$ cat src/rtl/my_pkg.sv
// Shared bus types for the transaction pipeline and the arbiter FSM state encoding.
package my_pkg;

    localparam int DATA_WIDTH = 32;
    localparam int ADDR_WIDTH = 16;

    typedef struct packed {
        logic [DATA_WIDTH-1:0] data;
        logic [ADDR_WIDTH-1:0] addr;
        logic                  ready;
        logic                  valid;
    } bus_transaction_t;

    typedef enum logic {ARB_IDLE, ARB_LOCKED} arb_state_e;

endpackage

$ cat src/rtl/bus_txn_arbiter_rr_pick.sv
// Combinational round-robin picker: first set request scanning upward from last_winner+1.
module rr_pick #(
    parameter int NUM_REQ = 4
) (
    input  logic [NUM_REQ-1:0]         req,
    input  logic [$clog2(NUM_REQ)-1:0] last_winner,
    output logic [NUM_REQ-1:0]         grant,
    output logic [$clog2(NUM_REQ)-1:0] winner,
    output logic                       any
);
    localparam int IDW = $clog2(NUM_REQ);
    localparam int SW  = IDW + 1;

    logic [SW-1:0]          start;
    logic [SW-1:0]          offset;
    logic [SW-1:0]          sum;
    logic [2*NUM_REQ-1:0]   req_dbl;
    logic [NUM_REQ-1:0]     req_rot;

    // Doubling the vector turns the wrap-around scan into a plain shift.
    assign start   = {1'b0, last_winner} + SW'(1);
    assign req_dbl = {req, req};
    assign req_rot = NUM_REQ'(req_dbl >> start);

    // Descending scan so the lowest rotated offset wins.
    always_comb begin
        offset = '0;
        for (int j = NUM_REQ - 1; j >= 0; j--) begin
            if (req_rot[j]) begin
                offset = SW'(j);
            end
        end
    end

    assign sum    = start + offset;
    assign winner = (sum >= SW'(NUM_REQ)) ? IDW'(sum - SW'(NUM_REQ)) : IDW'(sum);
    assign any    = |req;

    generate
        for (genvar gi = 0; gi < NUM_REQ; gi++) begin : g_grant
            assign grant[gi] = any && (winner == IDW'(gi));
        end
    endgenerate

endmodule

$ cat src/rtl/bus_txn_arbiter.sv
// Round-robin arbiter with bounded burst locking feeding one registered transaction stream.
module bus_txn_arbiter
    import my_pkg::*;
#(
    parameter int NUM_REQ   = 4,
    parameter int MAX_BURST = 4
) (
    input  logic                       clk,
    input  logic                       rst,
    input  bus_transaction_t           req_in [NUM_REQ],
    output logic [NUM_REQ-1:0]         req_accept,
    output bus_transaction_t           bus_out,
    input  logic                       out_ready,
    output logic [$clog2(NUM_REQ)-1:0] grant_id,
    output logic                       busy
);
    localparam int IDW = $clog2(NUM_REQ);
    localparam int CW  = $clog2(MAX_BURST + 1);

    arb_state_e         state_reg, state_next;
    logic [CW-1:0]      burst_cnt_reg, burst_cnt_next;
    logic [IDW-1:0]     last_winner_reg, last_winner_next;
    bus_transaction_t   bus_out_reg;
    logic [IDW-1:0]     grant_id_reg;

    logic [NUM_REQ-1:0] req_valid;
    logic [NUM_REQ-1:0] owner_onehot;
    logic [NUM_REQ-1:0] pick_grant;
    logic [IDW-1:0]     pick_winner;
    logic               pick_any;
    logic               can_load;
    logic               owner_valid;
    logic [CW-1:0]      burst_cnt_inc;
    logic               load;
    logic [IDW-1:0]     load_idx;
    logic [NUM_REQ-1:0] accept_vec;

    generate
        for (genvar gi = 0; gi < NUM_REQ; gi++) begin : g_req
            assign req_valid[gi]    = req_in[gi].valid;
            assign owner_onehot[gi] = (last_winner_reg == IDW'(gi));
        end
    endgenerate

    rr_pick #(
        .NUM_REQ (NUM_REQ)
    ) u_rr_pick (
        .req         (req_valid),
        .last_winner (last_winner_reg),
        .grant       (pick_grant),
        .winner      (pick_winner),
        .any         (pick_any)
    );

    assign can_load      = !bus_out_reg.valid || out_ready;
    assign owner_valid   = req_valid[last_winner_reg];
    assign burst_cnt_inc = burst_cnt_reg + CW'(1);

    always_comb begin
        state_next       = state_reg;
        burst_cnt_next   = burst_cnt_reg;
        last_winner_next = last_winner_reg;
        load             = 1'b0;
        load_idx         = last_winner_reg;
        accept_vec       = '0;
        case (state_reg)
            ARB_IDLE: begin
                if (can_load && pick_any) begin
                    load             = 1'b1;
                    load_idx         = pick_winner;
                    accept_vec       = pick_grant;
                    last_winner_next = pick_winner;
                    burst_cnt_next   = CW'(1);
                    state_next       = (MAX_BURST > 1) ? ARB_LOCKED : ARB_IDLE;
                end
            end
            ARB_LOCKED: begin
                // A stalled downstream freezes the burst; other requesters wait.
                if (can_load) begin
                    if (owner_valid) begin
                        load           = 1'b1;
                        accept_vec     = owner_onehot;
                        burst_cnt_next = burst_cnt_inc;
                        if (burst_cnt_inc == CW'(MAX_BURST)) begin
                            state_next = ARB_IDLE;
                        end
                    end else begin
                        state_next = ARB_IDLE;
                    end
                end
            end
            default: begin
                state_next = ARB_IDLE;
            end
        endcase
    end

    always_ff @(posedge clk) begin
        if (rst) begin
            state_reg       <= ARB_IDLE;
            burst_cnt_reg   <= '0;
            last_winner_reg <= IDW'(NUM_REQ - 1);
            bus_out_reg     <= '0;
            grant_id_reg    <= '0;
        end else begin
            state_reg       <= state_next;
            burst_cnt_reg   <= burst_cnt_next;
            last_winner_reg <= last_winner_next;
            if (load) begin
                bus_out_reg       <= req_in[load_idx];
                bus_out_reg.valid <= 1'b1;
                grant_id_reg      <= load_idx;
            end else if (out_ready) begin
                // Retire the beat but keep the payload visible.
                bus_out_reg.valid <= 1'b0;
            end
        end
    end

    assign req_accept = rst ? '0 : accept_vec;
    assign bus_out    = bus_out_reg;
    assign grant_id   = grant_id_reg;
    assign busy       = (state_reg == ARB_LOCKED) || bus_out_reg.valid;

endmodule

$ cat config.mk
export PLATFORM = sky130hd
export DESIGN_NAME = bus_txn_arbiter
export DESIGN_NICKNAME = d
export VERILOG_FILES = /design/src/rtl/my_pkg.sv /design/src/rtl/bus_txn_arbiter_rr_pick.sv /design/src/rtl/bus_txn_arbiter.sv
export SDC_FILE = /design/constraint.sdc
export NUM_CORES = 1
export LEC_CHECK = 0
export BUFFER_PORTS_ARGS = -buffer_cell sky130_fd_sc_hd__buf_4
export CAP_MARGIN = 10
export CORE_MARGIN = 10
export CORE_UTILIZATION = 43
export CTS_BUF_LIST = sky130_fd_sc_hd__clkbuf_16
export DETAILED_ROUTE_END_ITERATION = 10
export GPL_TIMING_DRIVEN = 0
export PLACE_DENSITY = 0.81
export SETUP_SLACK_MARGIN = 0.4
export SYNTH_ARGS = -nofsm -noshare
export SYNTH_HDL_FRONTEND = slang
export SYNTH_HIERARCHICAL = 1
export SYNTH_SLANG_ARGS = --single-unit
export TNS_END_PERCENT = 50
$ cat constraint.sdc
create_clock -name clk -period 4.3 [get_ports clk]
set_input_delay 0.86 -clock clk [delete_from_list [all_inputs] [get_ports clk]]
set_output_delay 0.86 -clock clk [all_outputs]
set_load 0.01 [all_outputs]
# --- Word level (Yosys, flattened, before mapping) ---
# Cells that the tools add are included.
word_totals:
  register_bits: 58
  output_inout_bits: 57
  wordCells: 72
op_classes:
  addsub: 4
  magnitude_cmp: 3
  n_eq_ne: 10
  shifts: 1
  muxes: 31
  bitwise_logic: 2
  reduce_logical: 13
ops:
  columns: ["cell", "count"]
  rows:
  - ["binary-select mux 50 bit (select 2 bit)", 1]
  - ["2-to-1 mux 50 bit", 2]
  - ["2-to-1 mux 4 bit", 4]
  - ["2-to-1 mux 2 bit", 7]
  - ["2-to-1 mux 1 bit", 9]
  - ["2-to-1 mux 3 bit", 3]
  - ["== test 2 bit (second input constant)", 4]
  - ["case mux 4 bit (2 select lines)", 1]
  - [">> shifter 8 x 3 -> 4 bit", 1]
  - ["greater-or-equal comparator 3 bit (second input constant)", 2]
  - ["case mux 3 bit (2 select lines)", 1]
  - ["logical AND 1 bit", 5]
  - ["== test 2 x 1 -> 1 bit (second input constant)", 2]
  - ["logical NOT 2 bit", 2]
  - ["!= test 2 x 1 -> 1 bit (second input constant)", 2]
  - ["case mux 1 bit (2 select lines)", 2]
  - ["OR reduction 4 bit", 1]
  - ["adder 2 x 1 -> 3 bit (second input constant)", 1]
  - ["adder 3 x 1 -> 3 bit (second input constant)", 1]
  - ["adder 3 x 2 -> 3 bit", 1]
  - ["== test 3 bit (second input constant)", 1]
  - ["less-than comparator 2 x 3 -> 1 bit (second input constant)", 1]
  - ["NOT 2 -> 3 bit", 1]
  - ["AND reduction 3 bit", 1]
  - ["other kinds (7)", 8]

# --- Depth between registers and ports, before layout ---
# Gate-level depths: netlist of the first run.
logic_depth:
  word_depth: 15
  depth_mapped: 14

# --- Hierarchy ---
# The synthesis of the first run kept the hierarchy.
by_module_without_submodules:
  columns: ["mod", "n_inst", "cells_per_inst", "area_each_um2", "seq_area_each_um2"]
  rows:
  - ["bus_txn_arbiter", 1, 458, 3684.8, 1161.1]
  - ["rr_pick", 1, 44, 312.8, 0.0]

# --- Worst setup path before layout of the first run ---
# Ideal clock, no wire load.
synth_timing:
  path_type: "in2reg"
  startpoint: "in req_in[100] (netlist bit)"
  endpoint: "reg bus_out_reg (netlist bit bus_out[10])"
  setup_time_ps: 92
  arrival_ps: 3221
  required_ps: 4208
  path_slack_ps: 987
  stages: 14
  cell_sequence: "buf_6 nor3b_1 a311oi_1 a21oi_1 nor2_1 ha_1 xor2_1 xnor2_1 nand3_1 clkbuf_1 nand2_1 clkbuf_1 a211oi_1 o32ai_1"
synth_via:
  elab_chain_len: 14
  elab_cells_between_ends: 23
synth_lines:
  columns: ["element", "line_no", "rtl"]
  rows:
  - ["start: declaration", "bus_txn_arbiter.sv:10", "input bus_transaction_t req_in [NUM_REQ],"]
  - [">> shifter 8 x 3 -> 4 bit (*)", "bus_txn_arbiter_rr_pick.sv:23", "assign req_rot = NUM_REQ'(req_dbl >> start);"]
  - ["2-to-1 mux 2 bit (3 in a row)", "bus_txn_arbiter_rr_pick.sv:29", "if (req_rot[j]) begin"]
  - ["2-to-1 mux 2 bit (*)", "bus_txn_arbiter_rr_pick.sv:29", null]
  - ["adder 3 x 2 -> 3 bit (*)", "bus_txn_arbiter_rr_pick.sv:35", "assign sum = start + offset;"]
  - ["greater-or-equal comparator 3 bit or subtractor 2 x 1 -> 2 bit (tied branches)", "bus_txn_arbiter_rr_pick.sv:36", "assign winner = (sum >= SW'(NUM_REQ)) ? IDW'(sum - SW'(NUM_REQ)) : IDW'(sum);"]
  - ["2-to-1 mux 2 bit (*)", "bus_txn_arbiter_rr_pick.sv:36", null]
  - ["net pick_winner[1]", "bus_txn_arbiter.sv:29", "logic [IDW-1:0] pick_winner;"]
  - ["2-to-1 mux 2 bit (*)", null, null]
  - ["2-to-1 mux 2 bit (*)", "bus_txn_arbiter.sv:66", "case (state_reg)"]
  - ["NOT 2 -> 3 bit (not written as such) (*)", "bus_txn_arbiter.sv:110", "bus_out_reg <= req_in[load_idx];"]
  - ["binary-select mux 50 bit (select 2 bit) (*)", "bus_txn_arbiter.sv:110", null]
  - ["2-to-1 mux 50 bit (not written as such) (*) (2 in a row)", "bus_txn_arbiter.sv:110", null]
  - ["end signal: assignment", "bus_txn_arbiter.sv:110", null]
  - ["end: declaration", "bus_txn_arbiter.sv:23", "bus_transaction_t bus_out_reg;"]
# Mark *: on every way through the listed nets, which the timed path passes. The rest lies on a longest branch. The select of a mux whose other input is x is not followed.
# A chain may end at the register's enable or synchronous reset.

# --- Worst setup path after layout of the first run ---
layout_timing:
  startpoint: "in req_in[50] (netlist bit)"
  endpoint: "reg bus_out_reg (netlist bit bus_out[3])"
# Same word-level chain as after synthesis.

==> metrics.txt, run 1 <==
initial core utilization=43.68%; Clock Skews=4.643 ps; Seq/Total Area, Yosys=29.05%; CTS Sinks=58; largest net degree at the start of global routing=11; Worst R2R End=bus_out[3]; number of distinct library cells after synthesis=39; Ant. Diodes=0; postcts setup bufs=0; Hold Crit Class=flip-flop to flip-flop; cts hold-fix bufs=0; drt wl/cell=21.00 um; sw power=1973 uW; CTS tree=built; Crit Reg-Reg Startpoint=last_winner_reg[0]; root buffer cell=clkbuf_16; initial antenna violation count=0; drt pass-1 iters=6; register area=0.001161 mm2; global-route usage over all layers=25.67%; Slew @ Worst Pin=912.5 ps; status=finished clean; Core Area=0.009153 mm2; total wire length=18,630 um; RSZ-0062 raised after global routing=true; WS Path Type=input pin to flip-flop; Chip Height=116.4 um; Comb power frac=62.9%; multi-input logic area=0.002390 mm2; GP Congestion=0.8927; max FFs per register=50; vias in the first global route=5,313; gr ovfl total=0; vias per cell=5.842; Post-Syn Nets=709; ratio of cells with drive above 1 in the final layout=38.92%; Leakage=0.003058 uW; r2r setup slk=660 ps; Fmax achieved=271.5 MHz; CTS clock-pin slew for the worst setup and hold paths=50 ps; dpl cell area=0.006081 mm2; Arr. time, crit path=3910 ps; Post-CTS Resized=6; Mapped Area=0.003998 mm2; hold slack=455.9 ps; Post-DRT Antenna Nets=0; Post-synth ARST share=0%; Setup crit start kind=input pin; Warnings, synthesis=6; DIE AREA=0.01355 mm2; H-Tree Level Count=3; CP required=4530 ps; Final min period=3683 ps; IO Pins=260; R2R depth=14; Synth Flop Type=dfxtp_1; sequential group share of total power=21.4%; via count=5,182; # Max-Cap Violations=0; Finished Layout Cells=887; sw frac=45.43%; PD cells=681.0 mW/mm2; Pwr Total=4342 uW; EDFF count, synth=0; Post-DP HPWL=14,810 um; final non-filler cell area=0.006376 mm2; top post-synthesis cells by area=dfxtp_1, a211oi_1, and3_1, o32ai_1, inv_1; Placed Cells=872; Yosys top cell area share=29.05%; syn_area_per_cell=7.963 um2; area leader, netlist=dfxtp_1; Area Overhead vs Synth=59.50%; final setup fails=0; Final Max Slew Viols=0; flops & latches, synth=58; # DRC=0; critical path capture point=bus_out[3]; total CTS buffers=9; Mapped Cells=502; Crit. End Element=flip-flop; Crit Path Max Fanout=10; internal power=2370 uW; fillers=709; Die Width=116.4 um; first-pass GRT wire length=27,630 um; Slew HR=38.76%; clk buf depth=2; Tcrit/Tclk final=85.64%; site row count=35; Clock Power Share=15.6%; fin nets=979; hold path start=bus_out[2]; Clock Latency Late Sink=320 ps; IO buf count=259; CP startpoint=req_in[50]; DRT iter0 DRCs=497; final hold violation count=0; maximum VDD drop=0.0003108 V
==> layout make-up <==
class	instances	share of cell area, %
inverter	55	3.238
clock buffer	9	3.532
timing repair buffer	259	30.49
clock inverter	6	0.7849
tap	111	2.178
sequential	58	18.21
multi-input combinational	333	37.48
buffer	56	4.082
==> per-stage QoR <==
step                      utilization [%]  setup TNS (ps)  setup slack [ps]
after floorplan                         -               0             986.7
after CTS                           69.58               0             464.0
final                               69.67               0             617.4
after global placement              66.44               0             20.90
after global routing                69.67               0             328.3
after detailed placement            66.44           -3329            -174.4
==> power by group through the flow <==
stage | Combinational [uW] | Sequential (uW) | Clock [uW]
5_1_grt | 2970 | 958 | 707
3_3_place_gp | 2620 | 923 | 0
3_5_place_dp | 2690 | 932 | 0
6_report | 2730 | 930 | 679
2_1_floorplan | 1510 | 1020 | 0
4_1_cts | 2710 | 925 | 685
==> layout by cell type, fill, tap and decap left out, types with 6 or more instances in the layout <==
cell / instances
buf_4: 259
a211oi_1: 100
and3_1: 98
dfxtp_1: 58
inv_1: 56
o32ai_1: 49
clkbuf_1: 36
nor2_1: 14
nand2_1: 10
clkbuf_2: 10
clkbuf_16: 9
a21oi_1: 7
buf_2: 6
==> cell families (layout without fill, tap and decap cells) <==
family	Yosys count	count (layout)	share of synthesized area [%]
buffers and inverters	111	385	11.36
flip-flops	58	58	29.05
adder cells (fa/ha/maj)	4	4	1.252
XOR/XNOR	4	4	0.8765
AND/OR/NAND/NOR	148	148	21.66
multiplexers	8	8	2.472
AO/OA/AOI/OAI	169	169	33.33
==> critical path: stages <==
cell and delay [ps]:
buf_4 140, nor3b_1 130, a311oi_1 270, a21oi_1 70, nor2_1 140, ha_1 220, xor2_1 290, xnor2_1 200
nand3_2 270, clkbuf_2 280, nand2_2 210, clkbuf_1 410, a211oi_1 160, o32ai_1 240
==> routing by layer <==
| metal | share of wire (%) | GRT usage (%) | vias up |
|---|---|---|---|
| li1 | - | - | 2459 |
| met1 | 38 | 29.46 | 2415 |
| met2 | 50 | 44.19 | 271 |
| met3 | 9.4 | 7.447 | 37 |
| met4 | 2.9 | 9.425 | 0 |
| met5 | 0 | 0 | - |
==> cells in the mapped netlist, drive strengths merged (5+ instances only) <==
cell    count
nand2      11
nor2       15
a21oi       7
nand2b      5
inv        55
buf        10
and3       99
o32ai      49
clkbuf     46
mux2i       5
dfxtp      58
a211oi    100
nor2b       5
==> worst min-delay path by stage <==
stage          cells after the start                to  slack, ps
2_1_floorplan                      2  burst_cnt_reg[1]        450
3_3_place_gp                       2       bus_out[31]        440
3_5_place_dp                       2       bus_out[37]        450
4_1_cts                            2       bus_out[37]        460
5_1_grt                            2       bus_out[33]        470
6_report                           2        bus_out[2]        460
Note: power is estimated with default switching activity, not from simulation.
==> inputs of run 2 (changes only) <==
--- a/config.mk
+++ b/config.mk
@@ -12,7 +12,7 @@
 export CTS_BUF_LIST = sky130_fd_sc_hd__clkbuf_16
 export DETAILED_ROUTE_END_ITERATION = 10
 export GPL_TIMING_DRIVEN = 0
-export PLACE_DENSITY = 0.81
+export PLACE_DENSITY_LB_ADDON = 0.12
 export SETUP_SLACK_MARGIN = 0.4
 export SYNTH_ARGS = -nofsm -noshare
 export SYNTH_HDL_FRONTEND = slang
==> run 2 against run 1 <==
Net effect: clock power increased by 13%; final area up 0.55%; power grew 1.7%; cell count rose by 0.11%; global-route usage down 0.077 points; clock-buffer cell count is the same; worst hold slack improved by 3.3 ps; sequential power is essentially flat; largest power group unchanged.
==> metrics.txt, run 2 (same netlist as run 1, synthesis figures left out) <==
setup ws final=671.5 ps (+54.11 ps); Crit Path Max Fanout=8 (-2); PD cells=688.8 mW/mm2 (+1.1%); drt wl/cell=20.77 um (-1.1%); root buffer cell=clkbuf_16; sw frac=44.86% (-0.57 points); WP buf/inv=2 (-1); Core Area=0.009153 mm2 (unchanged); max FFs per register=50 (unchanged); CTS Sinks=58 (unchanged); initial antenna violation count=0 (unchanged); cts hold-fix bufs=0 (unchanged); WS Path Type=input pin to output port; Tcrit/Tclk final=84.38% (-1.3 points); via count=5,135 (-0.91%); worst path cell trace=buf_4 -> nor3b_1 -> a311oi_1 -> a21oi_1 -> nor2_1 -> ha_1 -> xor2_1 -> nand2_1 -> mux2i_1 -> a32oi_1 -> nor2_1 -> buf_4; status=finished clean; internal power=2435 uW (+2.8%); total CTS buffers=9 (unchanged); Area Overhead vs Synth=60.38%; largest net degree at the start of global routing=11 (unchanged); sequential group share of total power=21.0% (-0.4 points); Die Width=116.4 um (unchanged); first-pass GRT wire length=27,430 um (-0.70%); GP Congestion=0.9291 (+4.1%); final setup fails=0 (unchanged); clk buf depth=2 (unchanged); Post-DP HPWL=14,480 um (-2.2%); fin nets=979 (unchanged); sw power=1981 uW (+0.43%); Hold Crit Class=flip-flop to flip-flop; H-Tree Level Count=3 (unchanged); Clock Latency Late Sink=330 ps (about the same); Setup crit start kind=input pin; total wire length=18,450 um (-0.97%); Leakage=0.003078 uW (+0.67%); CP top delay family=simple AND/OR/NAND/NOR gates; ratio of cells with drive above 1 in the final layout=39.51% (+0.59 points); dpl cell area=0.006081 mm2 (unchanged); Arr. time, crit path=2770 ps (-1140 ps); Clock Skews=7.268 ps (+2.625 ps); # Max-Cap Violations=0 (unchanged); CTS tree=built; most frequent cells in the layout=buf_4, a211oi_1, and3_1, dfxtp_1, inv_1; commonest non-fill, non-tap cell in the layout=buf_4; Chip Height=116.4 um (unchanged); Clock Power Share=17.3% (+1.7 points); Crit. End Element=output port; gr ovfl total=0 (unchanged); Post-DRT Antenna Nets=0 (unchanged); fillers=788 (+11%); register area=0.001161 mm2 (unchanged); CP required=3440 ps (-1090 ps); Final min period=3628 ps (-54.11 ps); maximum VDD drop=0.0003065 V (-1.4%); final non-filler cell area=0.006411 mm2 (+0.55%); setup slack at placement=-64.11 ps (+110.3 ps); # DRC=0 (unchanged); vias per cell=5.783 (-1.0%); Slowest cell on crit path=xor2_1; IO buf count=259 (unchanged); Comb power frac=61.7% (-1.2 points); CP peak stage delay=270 ps (-140 ps); Slew HR=46.64% (+7.9 points); global-route usage over all layers=25.60% (-0.077 points); vias in the first global route=5,246 (-1.3%); IO Pins=260 (unchanged); Fmax achieved=275.6 MHz (+1.5%); CTS clock-pin slew for the worst setup and hold paths=60 ps (about the same); multi-input logic area=0.002390 mm2 (unchanged); hold slack=459.2 ps (+3.326 ps); Placed Cells=872 (unchanged); final hold violation count=0 (unchanged); initial core utilization=43.68% (unchanged); DRT iter0 DRCs=374 (-25%); site row count=35 (unchanged); DIE AREA=0.01355 mm2 (unchanged); Finished Layout Cells=888 (+0.11%); Final Max Slew Viols=0 (unchanged); drt pass-1 iters=5 (-1); RSZ-0062 raised after global routing=false; Ant. Diodes=0 (unchanged); final core utilization=70.05% (+0.38 points); Slew @ Worst Pin=795.1 ps (-117.4 ps)
## run 2: path summary, 6_finish.rpt
check	startpoint	cells after the start	slack, ps	to
worst max-delay path	req_in[50]	12	670	req_accept[3]
worst min-delay path	bus_out[32]	2	460	bus_out[32]
worst max register to register	last_winner_reg[0]	14	720	bus_out[22]
worst min register to register	bus_out[32]	2	460	bus_out[32]
## run 2: timing repair
item,in CTS,in global routing
buffers inserted,0,0
gates cloned,0,0
pin swaps,0,0
gates resized for setup,8,8
endpoints found under the setup margin,49,51
## run 2: layer usage
layer  part of all wire (%)  wire length (um)  vias to the layer above  GRT usage (%)
met5                      0                 0                        -              0
met1                     37              6818                     2414          28.39
met2                     50              9216                      231          44.61
met4                    2.6               486                        0          9.091
li1                       -                 -                     2459              -
met3                     10              1925                       31          8.526
## run 2: through the flow
step | power (uW) | setup TNS [ps]
after global routing | 4740 | 0
after CTS | 4388 | 0
after global placement | 3548 | 0
after detailed placement | 3600 | -241.2
after floorplan | 2538 | 0
final | 4416 | 0
## run 2: layout make-up
cell class	count	area share (%)
multi-input combinational	333	37.28
clock inverter	7	1.308
timing repair buffer	259	30.33
tap	111	2.166
buffer	56	4.079
inverter	55	3.220
clock buffer	9	3.513
sequential	58	18.11
## run 2: worst min-delay path: stages, from the launching register on
cell	delay (ps)
dfxtp_1	300
inv_1	50
o32ai_1	50
## run 2: power groups by stage
stage / sequential [uW] / clock [uW] / combinational [uW]
4_1_cts: 925 / 767 / 2700
6_report: 928 / 765 / 2720
5_1_grt: 955 / 794 / 2990
2_1_floorplan: 1020 / 0 / 1510
3_3_place_gp: 920 / 0 / 2630
3_5_place_dp: 932 / 0 / 2670
